$ cat src/rtl/wb_master_pkg.sv
// Shared types for the Wishbone classic-cycle initiator: FSM states,
// the queued command record and the response record.
package wb_master_pkg;

  typedef enum logic [1:0] {
    IDLE = 2'd0,
    REQ  = 2'd1,
    GAP  = 2'd2,
    RESP = 2'd3
  } state_t;

  typedef struct packed {
    logic [31:0] addr;
    logic [31:0] wdata;
    logic        we;
  } cmd_t;

  typedef struct packed {
    logic [31:0] rdata;
    logic        err;
    logic        timeout;
  } rsp_t;

  localparam int CMD_W = $bits(cmd_t);

  function automatic rsp_t make_rsp(input logic [31:0] rdata, input logic err,
                                    input logic timeout);
    rsp_t r;
    r.rdata   = rdata;
    r.err     = err;
    r.timeout = timeout;
    return r;
  endfunction

endpackage

$ cat src/rtl/wb_cmd_fifo.sv
// Synchronous command FIFO with full/empty flags. A push while full is
// dropped; push and pop on the same edge are legal at any occupancy.
module wb_cmd_fifo #(
  parameter int WIDTH = 65,
  parameter int DEPTH = 4
) (
  input  logic             clk,
  input  logic             rst,
  input  logic             push,
  input  logic [WIDTH-1:0] push_data,
  input  logic             pop,
  output logic [WIDTH-1:0] pop_data,
  output logic             full,
  output logic             empty
);

  localparam int AW = $clog2(DEPTH);
  localparam logic [AW:0] FULL_COUNT = (AW+1)'(DEPTH);

  logic [WIDTH-1:0] mem [DEPTH];
  logic [AW-1:0]    wr_ptr;
  logic [AW-1:0]    rd_ptr;
  logic [AW:0]      count;
  logic             do_push;
  logic             do_pop;

  assign full     = (count == FULL_COUNT);
  assign empty    = (count == '0);
  assign do_push  = push && !full;
  assign do_pop   = pop && !empty;
  assign pop_data = mem[rd_ptr];

  always_ff @(posedge clk) begin
    if (do_push) mem[wr_ptr] <= push_data;
  end

  // Power-of-two depth lets the pointers wrap by plain overflow.
  always_ff @(posedge clk or posedge rst) begin
    if (rst) begin
      wr_ptr <= '0;
      rd_ptr <= '0;
      count  <= '0;
    end else begin
      if (do_push) wr_ptr <= wr_ptr + AW'(1);
      if (do_pop)  rd_ptr <= rd_ptr + AW'(1);
      case ({do_push, do_pop})
        2'b10:   count <= count + (AW+1)'(1);
        2'b01:   count <= count - (AW+1)'(1);
        default: count <= count;
      endcase
    end
  end

endmodule

$ cat src/rtl/wb_master_initiator.sv
// Wishbone classic-cycle initiator: one bus cycle per queued command, with
// timeout abort, retry on err, and one response per command.
module wb_master_initiator
  import wb_master_pkg::*;
#(
  parameter int CMD_DEPTH      = 4,
  parameter int TIMEOUT_CYCLES = 16,
  parameter int MAX_RETRIES    = 2
) (
  input  logic        clk,
  input  logic        rst,
  input  logic        cmd_valid,
  output logic        cmd_ready,
  input  logic [31:0] cmd_addr,
  input  logic [31:0] cmd_wdata,
  input  logic        cmd_we,
  output logic        rsp_valid,
  input  logic        rsp_ready,
  output logic [31:0] rsp_rdata,
  output logic        rsp_err,
  output logic        rsp_timeout,
  output logic        wb_cyc_o,
  output logic        wb_stb_o,
  output logic        wb_we_o,
  output logic [31:0] wb_adr_o,
  output logic [31:0] wb_dat_o,
  input  logic [31:0] wb_dat_i,
  input  logic        wb_ack_i,
  input  logic        wb_err_i,
  output state_t      fsm_state
);

  localparam int WW = $clog2(TIMEOUT_CYCLES);
  localparam int RW = (MAX_RETRIES < 1) ? 1 : $clog2(MAX_RETRIES + 1);
  localparam logic [WW-1:0] WAIT_LAST = WW'(TIMEOUT_CYCLES - 1);
  localparam logic [RW-1:0] RETRY_MAX = RW'(MAX_RETRIES);

  // Handshakes: cmd is taken on an edge with cmd_valid && cmd_ready; a
  // response is consumed on an edge with rsp_valid && rsp_ready, and its
  // fields stay stable while rsp_valid waits for rsp_ready.

  state_t        state;
  cmd_t          cmd_in;
  cmd_t          head;
  rsp_t          rsp_q;
  logic          fifo_full;
  logic          fifo_empty;
  logic          fifo_pop;
  logic          cur_we;
  logic [WW-1:0] wait_cnt;
  logic [RW-1:0] retry_cnt;

  assign cmd_in.addr  = cmd_addr;
  assign cmd_in.wdata = cmd_wdata;
  assign cmd_in.we    = cmd_we;

  assign cmd_ready   = !fifo_full;
  assign fifo_pop    = (state == IDLE) && !fifo_empty;
  assign rsp_rdata   = rsp_q.rdata;
  assign rsp_err     = rsp_q.err;
  assign rsp_timeout = rsp_q.timeout;
  assign fsm_state   = state;

  wb_cmd_fifo #(
    .WIDTH (CMD_W),
    .DEPTH (CMD_DEPTH)
  ) u_fifo (
    .clk       (clk),
    .rst       (rst),
    .push      (cmd_valid && cmd_ready),
    .push_data (cmd_in),
    .pop       (fifo_pop),
    .pop_data  (head),
    .full      (fifo_full),
    .empty     (fifo_empty)
  );

  always_ff @(posedge clk or posedge rst) begin
    if (rst) begin
      state     <= IDLE;
      wb_cyc_o  <= 1'b0;
      wb_stb_o  <= 1'b0;
      wb_we_o   <= 1'b0;
      wb_adr_o  <= '0;
      wb_dat_o  <= '0;
      cur_we    <= 1'b0;
      wait_cnt  <= '0;
      retry_cnt <= '0;
      rsp_valid <= 1'b0;
      rsp_q     <= '0;
    end else begin
      case (state)
        IDLE: begin
          if (!fifo_empty) begin
            wb_adr_o  <= head.addr;
            wb_dat_o  <= head.wdata;
            wb_we_o   <= head.we;
            cur_we    <= head.we;
            wb_cyc_o  <= 1'b1;
            wb_stb_o  <= 1'b1;
            wait_cnt  <= '0;
            retry_cnt <= '0;
            state     <= REQ;
          end
        end

        REQ: begin
          // err beats ack; ack beats a timeout expiring on the same edge.
          if (wb_err_i) begin
            wb_cyc_o <= 1'b0;
            wb_stb_o <= 1'b0;
            wb_we_o  <= 1'b0;
            wait_cnt <= '0;
            if (retry_cnt < RETRY_MAX) begin
              retry_cnt <= retry_cnt + RW'(1);
              state     <= GAP;
            end else begin
              rsp_q     <= make_rsp('0, 1'b1, 1'b0);
              rsp_valid <= 1'b1;
              state     <= RESP;
            end
          end else if (wb_ack_i) begin
            wb_cyc_o  <= 1'b0;
            wb_stb_o  <= 1'b0;
            wb_we_o   <= 1'b0;
            rsp_q     <= make_rsp(cur_we ? '0 : wb_dat_i, 1'b0, 1'b0);
            rsp_valid <= 1'b1;
            state     <= RESP;
          end else if (wait_cnt == WAIT_LAST) begin
            wb_cyc_o  <= 1'b0;
            wb_stb_o  <= 1'b0;
            wb_we_o   <= 1'b0;
            rsp_q     <= make_rsp('0, 1'b1, 1'b1);
            rsp_valid <= 1'b1;
            state     <= RESP;
          end else begin
            wait_cnt <= wait_cnt + WW'(1);
          end
        end

        GAP: begin
          wait_cnt <= '0;
          wb_cyc_o <= 1'b1;
          wb_stb_o <= 1'b1;
          wb_we_o  <= cur_we;
          state    <= REQ;
        end

        RESP: begin
          if (rsp_ready) begin
            rsp_valid <= 1'b0;
            rsp_q     <= '0;
            state     <= IDLE;
          end
        end

        default: state <= IDLE;
      endcase
    end
  end

endmodule

$ cat config.mk
export PLATFORM = sky130hd
export DESIGN_NAME = wb_master_initiator
export DESIGN_NICKNAME = d
export VERILOG_FILES = /design/src/rtl/wb_master_pkg.sv /design/src/rtl/wb_cmd_fifo.sv /design/src/rtl/wb_master_initiator.sv
export SDC_FILE = /design/constraint.sdc
export NUM_CORES = 1
export LEC_CHECK = 0
export CELL_PAD_IN_SITES_DETAIL_PLACEMENT = 1
export CELL_PAD_IN_SITES_GLOBAL_PLACEMENT = 2
export CORE_MARGIN = 2
export CORE_UTILIZATION = 44
export DETAILED_ROUTE_END_ITERATION = 10
export GPL_TIMING_DRIVEN = 1
export PLACE_DENSITY = 0.83
export SLEW_MARGIN = 10
export SYNTH_ARGS = -nofsm -noshare
export SYNTH_HDL_FRONTEND = slang
export SYNTH_HIERARCHICAL = 1
export SYNTH_SLANG_ARGS = --single-unit
$ cat constraint.sdc
create_clock -name clk -period 10.8 [get_ports clk]
set_input_delay 2.7 -clock clk [delete_from_list [all_inputs] [get_ports clk]]
set_output_delay 2.7 -clock clk [all_outputs]
set_load 0.02 [all_outputs]
==> flow_summary.yaml, run 1 <==
run_status:
  status: "finished, final reports clean"
synth:
  synth_nets: 848
  post-synth-top-count-cell: "edfxtp_1"
  synth_commonest_cells: "edfxtp_1, dfrtp_1, mux4_2, mux2_2, inv_1"
  synth-warning-count: 6
  synth.largest_area_cell: "edfxtp_1"
  ys_types: 39
  netlist_instances: 733
  ys_ff_latch: 377
  ys_seq_area_share_pct: 74.5
  synth_ff_type: "edfxtp_1"
  synth_edf_count: 260
  avgSynthCellArea_um2: 19.7
  synth_area_mm2: 0.0144
  netlist_top_cells_area: "edfxtp_1, dfrtp_1, mux4_2, mux2_2, mux2i_1"
  yosys.area.top_type_share_pct: 54.1
  async_flop_share_pct: 31.0
layout:
  finalInstanceArea_mm2: 0.0182
  final_nets: 1073
  multi_input_area_mm2: 0.00329
  synthToLayoutAreaGrowth_pct: 26.2
  drive_above_1_share_pct: 20.0
  seqCellArea_mm2: 0.0107
  fillers: 2948
clocking:
  ctsHoldBuffers: 0
  clkLatencyLatePin_ns: 0.55
  htree_levels: 2
  cts_tree: "yes"
  post-cts-setup-buffers: 0
  clk_path_buf_depth: 3
  cts_buffers: 40
  clk_pin_slew_worst_paths_ns: 0.06
  clock-root-buffer: "clkbuf_16"
  cts_resized: 0
  cts_sinks: 377
timing:
  tns_ns: 0
  fin_skew_ns: 0.0169
  drv_slew: 0
  worst_slew_margin_rel_pct: 28.4
  fmax_mhz: 214
  worstMarginPinSlew_ns: 1.07
  finalHoldViolCount: 0
  period_share_pct: 43.3
  fin_crit_ns: 4.67
  rsz0062_at_grt: "no"
  finalSetupViolCount: 0
floorplanning:
  core_area_mm2: 0.0324
  start_util_pct: 44.5
  rows: 66
  ios: 208
  dieArea_mm2: 0.0342
  die-height_um: 185
  dieWidth_um: 185
critical_path:
  crit_required_ns: 8.10
  crit_buf_inv: 2
  endpoint: "cmd_ready"
  startpoint: "u_fifo/count[0]$_DFFE_PP0P_"
  ff2ff_setup_slack_ns: 8.14
  reg2regPathDepth: 7
  start_kind: "flip-flop"
  worst_path_largest_cell_delay_ns: 0.58
  cp-end-kind: "output port"
  critPathTopFamily: "buffers and inverters"
  timing.rr.start: "fsm_state[1]$_DFFE_PP0P_"
  timing.rr.end: "rsp_timeout$_DFFE_PP0P_"
  arrival_ns: 1.97
  crit_cells: 3
  path_max_fanout: 5
  crit_path_top_delay_cell: "clkdlybuf4s50_1"
  worstSetupPathType: "flip-flop to output port"
  crit_chain: "nor3b_1 > inv_1 > clkdlybuf4s50_1"
drt:
  drt_iter0_markers: 551
  viasPerCell: 5.13
  drc: 0
  wl_um: 31000
  wl_per_cell_um: 21.6
  first_pass_iters: 4
  vias: 7354
  drtAntennaViolNets: 0
global_routing:
  grt.total_usage_pct: 18.7
  grt_max_degree: 67
  grt_pass1_wl_um: 47900
  grt-ovfl-total: 0
  grt_pass1_vias: 8002
  antenna_found_initial: 4
place:
  port_buffers: 207
  place_area_mm2: 0.0169
  gp_congestion: 0.798
  dp_hpwl_um: 18800
pwr:
  p_comb_share_pct: 33.2
  internal_power_mw: 3.70
  ir_drop_mv: 0.151
  p_per_area_mw_per_mm2: 297
  p_seq_share_pct: 42.0
  pwr-share-clk_pct: 24.8
  p_leak_nw: 6.57
  power.share.switching_pct: 31.5
  switchingPower_mw: 1.70
run:
  maxCapViolCount: 0
worst_hold_path:
  hold_class: "flip-flop to flip-flop"
-- stage by stage --
stage,power (mW),utilization (%),setup slack [ns],hold slack (ns),std cells
2_1_floorplan,3.40,-,5.20,0.477,733
3_3_place_gp,4.05,52.2,5.73,0.469,1358
5_1_grt,5.68,56.2,5.94,0.523,1432
4_1_cts,5.48,56.2,6.07,0.498,1432
3_5_place_dp,4.11,52.2,5.67,0.485,1358
6_report,5.40,56.2,6.13,0.493,1434
-- cells in the final DEF (no fill, tap or decap), drive strengths merged, types with 3 or more instances in the layout --
cell | Yosys | layout
dfrtp | 117 | 117
a21oi | 7 | 7
nand2 | 39 | 39
mux4 | 65 | 65
buf | 22 | 5
xnor2 | 3 | 3
edfxtp | 260 | 260
mux2 | 68 | 68
and2 | 4 | 4
mux2i | 34 | 34
clkinv | 0 | 10
ha | 11 | 11
o21ai | 10 | 10
clkbuf | 7 | 59
nor2b | 3 | 3
a22o | 3 | 3
a31oi | 3 | 3
xor2 | 3 | 3
nor2 | 6 | 6
clkdlybuf4s50 | 0 | 207
inv | 49 | 50
-- power groups by stage --
stage	Combinational, mW	Sequential (mW)	Clock, mW
floorplan	1.01	2.39	0
global placement	1.78	2.27	0
detailed placement	1.81	2.30	0
CTS	1.83	2.28	1.38
global route	1.93	2.32	1.43
finish	1.79	2.27	1.34
-- logic make-up after synthesis --
group / count (synthesis) / synth area share (%)
AO/OA/AOI/OAI: 28 / 1.27
XOR/XNOR: 6 / 0.365
adder cells (fa/ha/maj): 12 / 1.09
buffers and inverters: 78 / 2.88
flip-flops: 377 / 74.5
multiplexers: 167 / 17.8
AND/OR/NAND/NOR: 65 / 2.12
-- cell type report --
cell class | count | share of cell area, %
clock inverter | 15 | 0.846
antenna | 2 | 0.0275
clock buffer | 59 | 6.33
inverter | 49 | 1.03
multi-input combinational | 278 | 18.1
tap | 442 | 3.04
sequential | 377 | 59.0
timing repair buffer | 212 | 11.6
-- layer usage --
| metal | global-route usage [%] | part of all wire, % | vias up |
|---|---|---|---|
| li1 | - | - | 3253 |
| met1 | 25.5 | 44 | 3793 |
| met2 | 30.1 | 47 | 251 |
| met3 | 4.33 | 6.5 | 53 |
| met4 | 5.59 | 2.2 | 4 |
| met5 | 0 | 0.097 | - |
-- flip-flops by register name, summed over array words and instances (netlist names) --
name / cells
wb_stb_o: 1
rsp_err: 1
u_fifo/rd_ptr: 2
u_fifo/mem: 260
wb_adr_o: 32
wb_we_o: 1
u_fifo/wr_ptr: 2
u_fifo/count: 3
wb_dat_o: 32
retry_cnt: 2
rsp_rdata: 32
fsm_state: 2
rsp_valid: 1
wait_cnt: 4
rsp_timeout: 1
cur_we: 1
-- how the worst min path moves through the flow --
stage / startpoint / endpoint / slack, ns / cells past startpoint
detailed placement: wb_dat_o[13]$_DFFE_PP0P_ / wb_dat_o[13]$_DFFE_PP0P_ / 0.49 / 1
CTS: wb_dat_o[13]$_DFFE_PP0P_ / wb_dat_o[13]$_DFFE_PP0P_ / 0.50 / 1
global placement: wb_dat_o[15]$_DFFE_PP0P_ / wb_dat_o[15]$_DFFE_PP0P_ / 0.47 / 1
finish: wb_we_o$_DFFE_PP0P_ / wb_we_o$_DFFE_PP0P_ / 0.49 / 1
floorplan: u_fifo/count[2]$_DFFE_PP0P_ / u_fifo/count[2]$_DFFE_PP0P_ / 0.48 / 1
global route: wb_dat_o[6]$_DFFE_PP0P_ / wb_dat_o[6]$_DFFE_PP0P_ / 0.52 / 1
(Power assumes the default switching activity.)
==> inputs of run 2 (changes only) <==
--- a/config.mk
+++ b/config.mk
@@ -8,10 +8,10 @@
 export CELL_PAD_IN_SITES_DETAIL_PLACEMENT = 1
 export CELL_PAD_IN_SITES_GLOBAL_PLACEMENT = 2
 export CORE_MARGIN = 2
-export CORE_UTILIZATION = 44
+export CORE_UTILIZATION = 41
 export DETAILED_ROUTE_END_ITERATION = 10
 export GPL_TIMING_DRIVEN = 1
-export PLACE_DENSITY = 0.83
+export PLACE_DENSITY = 0.78
 export SLEW_MARGIN = 10
 export SYNTH_ARGS = -nofsm -noshare
 export SYNTH_HDL_FRONTEND = slang
==> constraint.sdc (replaced) <==
create_clock -name clk -period 4.6 [get_ports clk]
set_input_delay 1.15 -clock clk [delete_from_list [all_inputs] [get_ports clk]]
set_output_delay 1.15 -clock clk [all_outputs]
set_load 0.02 [all_outputs]
==> run 2 against run 1 <==
Clock power is 140% higher. Clock skew is 0.0024 ns lower. Critical path depth is the same. Die area up 7.2%. First-iteration DRC count shrank 24%. Routed wire length fell by 1.5%. Global-route usage decreased by 1.8 points. Register-to-register slack worse by 6.2 ns. Non-clock buffer count up 6. Sequential share of layout area decreased by 0.46 points. Via count fell by 0.15%. Setup slack lost 4.7 ns.
==> flow_summary.yaml, run 2 (synthesis results as in run 1) <==
layout:
  drive_above_1_share_pct: 20.5
  final_nets: 1080
  layout_commonest_cell: "edfxtp_1"
  synthToLayoutAreaGrowth_pct: 27.2
  final_cell_mix: "edfxtp_1, clkdlybuf4s50_1, dfrtp_1"
  regMostFlops: "u_fifo/mem"
  largest_reg_flops: 260
  fillers: 3162
timing:
  drv_slew: 0
  period_share_pct: 68.2
  worstMarginPinSlew_ns: 1.15
  rsz0062_at_grt: "no"
  finalHoldViolCount: 0
  tns_ns: 0
  finalSetupViolCount: 0
  worst_slew_margin_rel_pct: 23.3
  fmax_mhz: 319
  fin_skew_ns: 0.0145
  fin_crit_ns: 3.14
critical_path:
  timing.rr.end: "rsp_timeout$_DFFE_PP0P_"
  ff2ff_setup_slack_ns: 1.99
  crit_required_ns: 3.45
  timing.rr.start: "fsm_state[1]$_DFFE_PP0P_"
  cp-end-kind: "output port"
  reg2regPathDepth: 7
  worstSetupPathType: "flip-flop to output port"
  arrival_ns: 1.99
  start_kind: "flip-flop"
  path_max_fanout: 5
run_status:
  status: "finished, final reports clean"
floorplanning:
  ios: 208
  start_util_pct: 41.6
  dieArea_mm2: 0.0367
  rows: 68
  dieWidth_um: 192
  core_area_mm2: 0.0346
  die-height_um: 192
global_routing:
  grt_pass1_wl_um: 47000
  grt-ovfl-total: 0
  grt_pass1_vias: 8019
  grt_max_degree: 108
  grt.total_usage_pct: 16.9
  antenna_found_initial: 5
pwr:
  ir_drop_mv: 0.356
  totalPowerFinal_mw: 12.8
  p_per_area_mw_per_mm2: 696
  p_leak_nw: 6.64
clocking:
  cts_sinks: 377
  cts_tree: "yes"
  clock-root-buffer: "clkbuf_16"
  clk_pin_slew_worst_paths_ns: 0.06
  htree_levels: 2
  cts_resized: 0
  post-cts-setup-buffers: 0
  ctsHoldBuffers: 0
  clk_path_buf_depth: 3
  clkLatencyLatePin_ns: 0.53
  cts_buffers: 41
worst_hold_path:
  whs_path_depth: 1
  hold_class: "flip-flop to flip-flop"
  whs_endpoint: "rsp_timeout$_DFFE_PP0P_"
  min_from: "rsp_timeout$_DFFE_PP0P_"
place:
  port_buffers: 207
  gp_congestion: 0.757
  dp_hpwl_um: 18800
drt:
  wl_um: 30500
  drtAntennaViolNets: 0
  drt_iter0_markers: 420
  viasPerCell: 5.04
  wl_per_cell_um: 21.0
  drc: 0
  first_pass_iters: 4
  vias: 7343
run:
  maxCapViolCount: 0
run 2: per-layer routing:
metal	share of wire, %	GRT usage [%]
met2	46	26.6
met3	6.6	4.70
met4	2.2	4.32
met5	0.082	0
met1	45	23.2
run 2: worst max-delay path by stage:
stage | slack (ns) | startpoint | endpoint
floorplan | 0.55 | rst | cur_we$_DFFE_PP0P_
global placement | 1.10 | wb_err_i | rsp_timeout$_DFFE_PP0P_
detailed placement | 1.03 | wb_err_i | rsp_timeout$_DFFE_PP0P_
CTS | 1.41 | u_fifo/count[0]$_DFFE_PP0P_ | cmd_ready
global route | 1.36 | u_fifo/count[0]$_DFFE_PP0P_ | cmd_ready
finish | 1.46 | u_fifo/count[0]$_DFFE_PP0P_ | cmd_ready
run 2: per-stage QoR:
stage / util (%) / hold WS, ns / std cells / setup slack, ns / cell area (um^2)
after floorplan: - / 0.477 / 733 / 0.548 / 14400
after global placement: 49.1 / 0.473 / 1377 / 1.10 / 17000
after detailed placement: 49.1 / 0.479 / 1377 / 1.03 / 17000
after CTS: 52.9 / 0.496 / 1453 / 1.41 / 18300
after global routing: 53.0 / 0.511 / 1454 / 1.36 / 18300
final: 53.0 / 0.490 / 1456 / 1.46 / 18300
run 2: report_power, final:
part / internal [mW] / total, mW / switching [mW]
clock: 1.92 / 3.24 / 1.31
combinational: 2.19 / 4.24 / 2.05
sequential: 4.67 / 5.30 / 0.632
total: 8.78 / 12.8 / 3.99
run 2: final cells by class:
type	count	area, um^2	share of cell area (%)
inverter	49	190	1.04
tap	455	569	3.10
sequential	377	10700	58.6
clock buffer	58	1150	6.28
multi-input combinational	278	3290	18.0
timing repair buffer	218	2200	12.0
clock inverter	18	181	0.989
antenna	3	7.51	0.0409
run 2: critical path: stages (launching register included):
cell,delay (ns)
dfrtp_1,0.43
nor3b_1,0.35
inv_1,0.08
clkdlybuf4s50_1,0.60
==> inputs of run 3 (changes only) <==
--- a/config.mk
+++ b/config.mk
@@ -8,10 +8,10 @@
 export CELL_PAD_IN_SITES_DETAIL_PLACEMENT = 1
 export CELL_PAD_IN_SITES_GLOBAL_PLACEMENT = 2
 export CORE_MARGIN = 2
-export CORE_UTILIZATION = 41
+export CORE_UTILIZATION = 37
 export DETAILED_ROUTE_END_ITERATION = 10
 export GPL_TIMING_DRIVEN = 1
-export PLACE_DENSITY = 0.78
+export PLACE_DENSITY = 0.74
 export SLEW_MARGIN = 10
 export SYNTH_ARGS = -nofsm -noshare
 export SYNTH_HDL_FRONTEND = slang
==> constraint.sdc (replaced) <==
create_clock -name clk -period 2.8 [get_ports clk]
set_input_delay 0.7 -clock clk [delete_from_list [all_inputs] [get_ports clk]]
set_output_delay 0.7 -clock clk [all_outputs]
set_load 0.02 [all_outputs]
==> run 3 against run 2 <==
Clock skew fell by 0.0013 ns. Power rose by 70%. Largest cell class unchanged. Register-to-register slack worse by 1.6 ns. Routed wire length up 4.1%. Sequential cell count is the same. First-iteration DRC count rose by 11%. Design area increased by 3.4%. Hold slack lost 0.0020 ns. Critical path type unchanged. Sequential power increased by 61%.
==> flow_summary.yaml, run 3 (synthesis results as in run 1) <==
pwr:
  pwr-share-clk_pct: 25.6
  totalPowerFinal_mw: 21.8
  p_comb_share_pct: 35.3
  p_leak_nw: 6.87
  internal_power_mw: 15.1
  power.share.switching_pct: 30.8
  p_per_area_mw_per_mm2: 1150
  p_seq_share_pct: 39.1
  ir_drop_mv: 0.563
  switchingPower_mw: 6.69
floorplanning:
  ios: 208
  dieArea_mm2: 0.0406
  core_area_mm2: 0.0386
  rows: 72
  die-height_um: 201
  start_util_pct: 37.4
  dieWidth_um: 201
critical_path:
  worstSetupPathType: "flip-flop to output port"
  path_max_fanout: 5
  crit_buf_inv: 3
  worst_path_largest_cell_delay_ns: 0.52
  crit_chain: "nor3b_2 > buf_4 > inv_1 > clkdlybuf4s50_1"
  cp-end-kind: "output port"
  arrival_ns: 1.93
  crit_required_ns: 2.10
  critPathTopFamily: "buffers and inverters"
  crit_path_top_delay_cell: "clkdlybuf4s50_1"
  start_kind: "flip-flop"
clocking:
  clock-root-buffer: "clkbuf_16"
  ctsHoldBuffers: 0
  post-cts-setup-buffers: 0
  cts_tree: "yes"
  cts_resized: 1
  cts_buffers: 40
  clkLatencyLatePin_ns: 0.54
  htree_levels: 2
  clk_pin_slew_worst_paths_ns: 0.06
  clk_path_buf_depth: 3
  cts_sinks: 377
drt:
  vias: 7423
  drtAntennaViolNets: 0
  drt_iter0_markers: 468
  first_pass_iters: 5
  viasPerCell: 4.81
  wl_per_cell_um: 20.6
  wl_um: 31800
  drc: 0
global_routing:
  use_met1_pct: 22.7
  grtUsageMet2_pct: 24.9
  grt_max_degree: 65
  gr-max-usage-layer: "met2"
  grt_use_met3_pct: 5.10
  grt_pass1_wl_um: 50700
  antenna_found_initial: 3
  grt.total_usage_pct: 16.2
  grt_pass1_vias: 8303
  grt-ovfl-total: 0
timing:
  rsz0062_at_grt: "no"
  tns_ns: 0
  finalHoldViolCount: 0
  fin_skew_ns: 0.0132
  finalSetupViolCount: 0
  fmax_mhz: 381
  period_share_pct: 93.8
  worstMarginPinSlew_ns: 0.994
  drv_slew: 0
  fin_crit_ns: 2.63
  worst_slew_margin_rel_pct: 33.7
  fin_ws_ns: 0.174
layout:
  drive_above_1_share_pct: 23.2
  layout_commonest_cell: "edfxtp_1"
  final_cell_mix: "edfxtp_1, clkdlybuf4s50_1, dfrtp_1"
  fillers: 3676
  final_nets: 1105
  largest_reg_flops: 260
  fin_cells: 1542
  final_util_pct: 49.2
  synthToLayoutAreaGrowth_pct: 31.6
  regMostFlops: "u_fifo/mem"
run:
  maxCapViolCount: 0
place:
  dp_hpwl_um: 21400
  port_buffers: 207
  dp_cells: 1466
  gp_congestion: 0.738
  dp_slack_ns: 0.181
worst_hold_path:
  hold_class: "flip-flop to flip-flop"
run_status:
  status: "finished, final reports clean"
## run 3: cell types whose count changed in the layout (fill, tap and decap cells not counted), sizes merged, moves of 3 or more
cell	delta
clkinv	+3
clkbuf	-10
buf	+26
inv	-3
clkinvlp	+4
bufinv	+4
## run 3: area by class of cell
class	instances	area [um^2]	share of cell area, %
sequential	377	10700	56.6
multi-input combinational	278	3300	17.4
timing repair buffer	244	2680	14.1
clock buffer	48	1080	5.71
tap	518	648	3.42
clock inverter	26	325	1.72
inverter	49	189	0.996
antenna	2	5.00	0.0264
## run 3: per-stage QoR
step | hold slack, ns | cell area [um^2]
global placement | 0.470 | 17500
floorplan | 0.477 | 14400
CTS | 0.492 | 19000
finish | 0.488 | 19000
global route | 0.510 | 19000
detailed placement | 0.479 | 17500
## run 3: final timing paths
kind | startpoint | to | slack (ns) | cells after the start
min in group asynchronous | rst | u_fifo/count[1]$_DFFE_PP0P_ | 0.53 | 2
setup / recovery | u_fifo/count[0]$_DFFE_PP0P_ | cmd_ready | 0.17 | 4
hold reg to reg | wb_dat_o[15]$_DFFE_PP0P_ | wb_dat_o[15]$_DFFE_PP0P_ | 0.49 | 1
setup reg to reg | fsm_state[1]$_DFFE_PP0P_ | wb_adr_o[16]$_DFFE_PP0P_ | 0.43 | 6
max in group asynchronous | rst | wb_dat_o[23]$_DFFE_PP0P_ | 1.79 | 3
hold / removal | wb_dat_o[15]$_DFFE_PP0P_ | wb_dat_o[15]$_DFFE_PP0P_ | 0.49 | 1
## run 3: layer usage
layer	routed length [um]	part of all wire, %
met5	11	0.035
met4	506	1.6
met3	2380	7.5
met2	14700	46
met1	14200	45
## run 3: power groups by stage
stage | clock [mW] | sequential, mW | combinational [mW]
finish | 5.57 | 8.52 | 7.68
global placement | 0 | 8.61 | 7.72
floorplan | 0 | 9.18 | 3.90
global route | 5.94 | 8.74 | 8.26
CTS | 5.75 | 8.57 | 7.86
detailed placement | 0 | 8.67 | 7.80
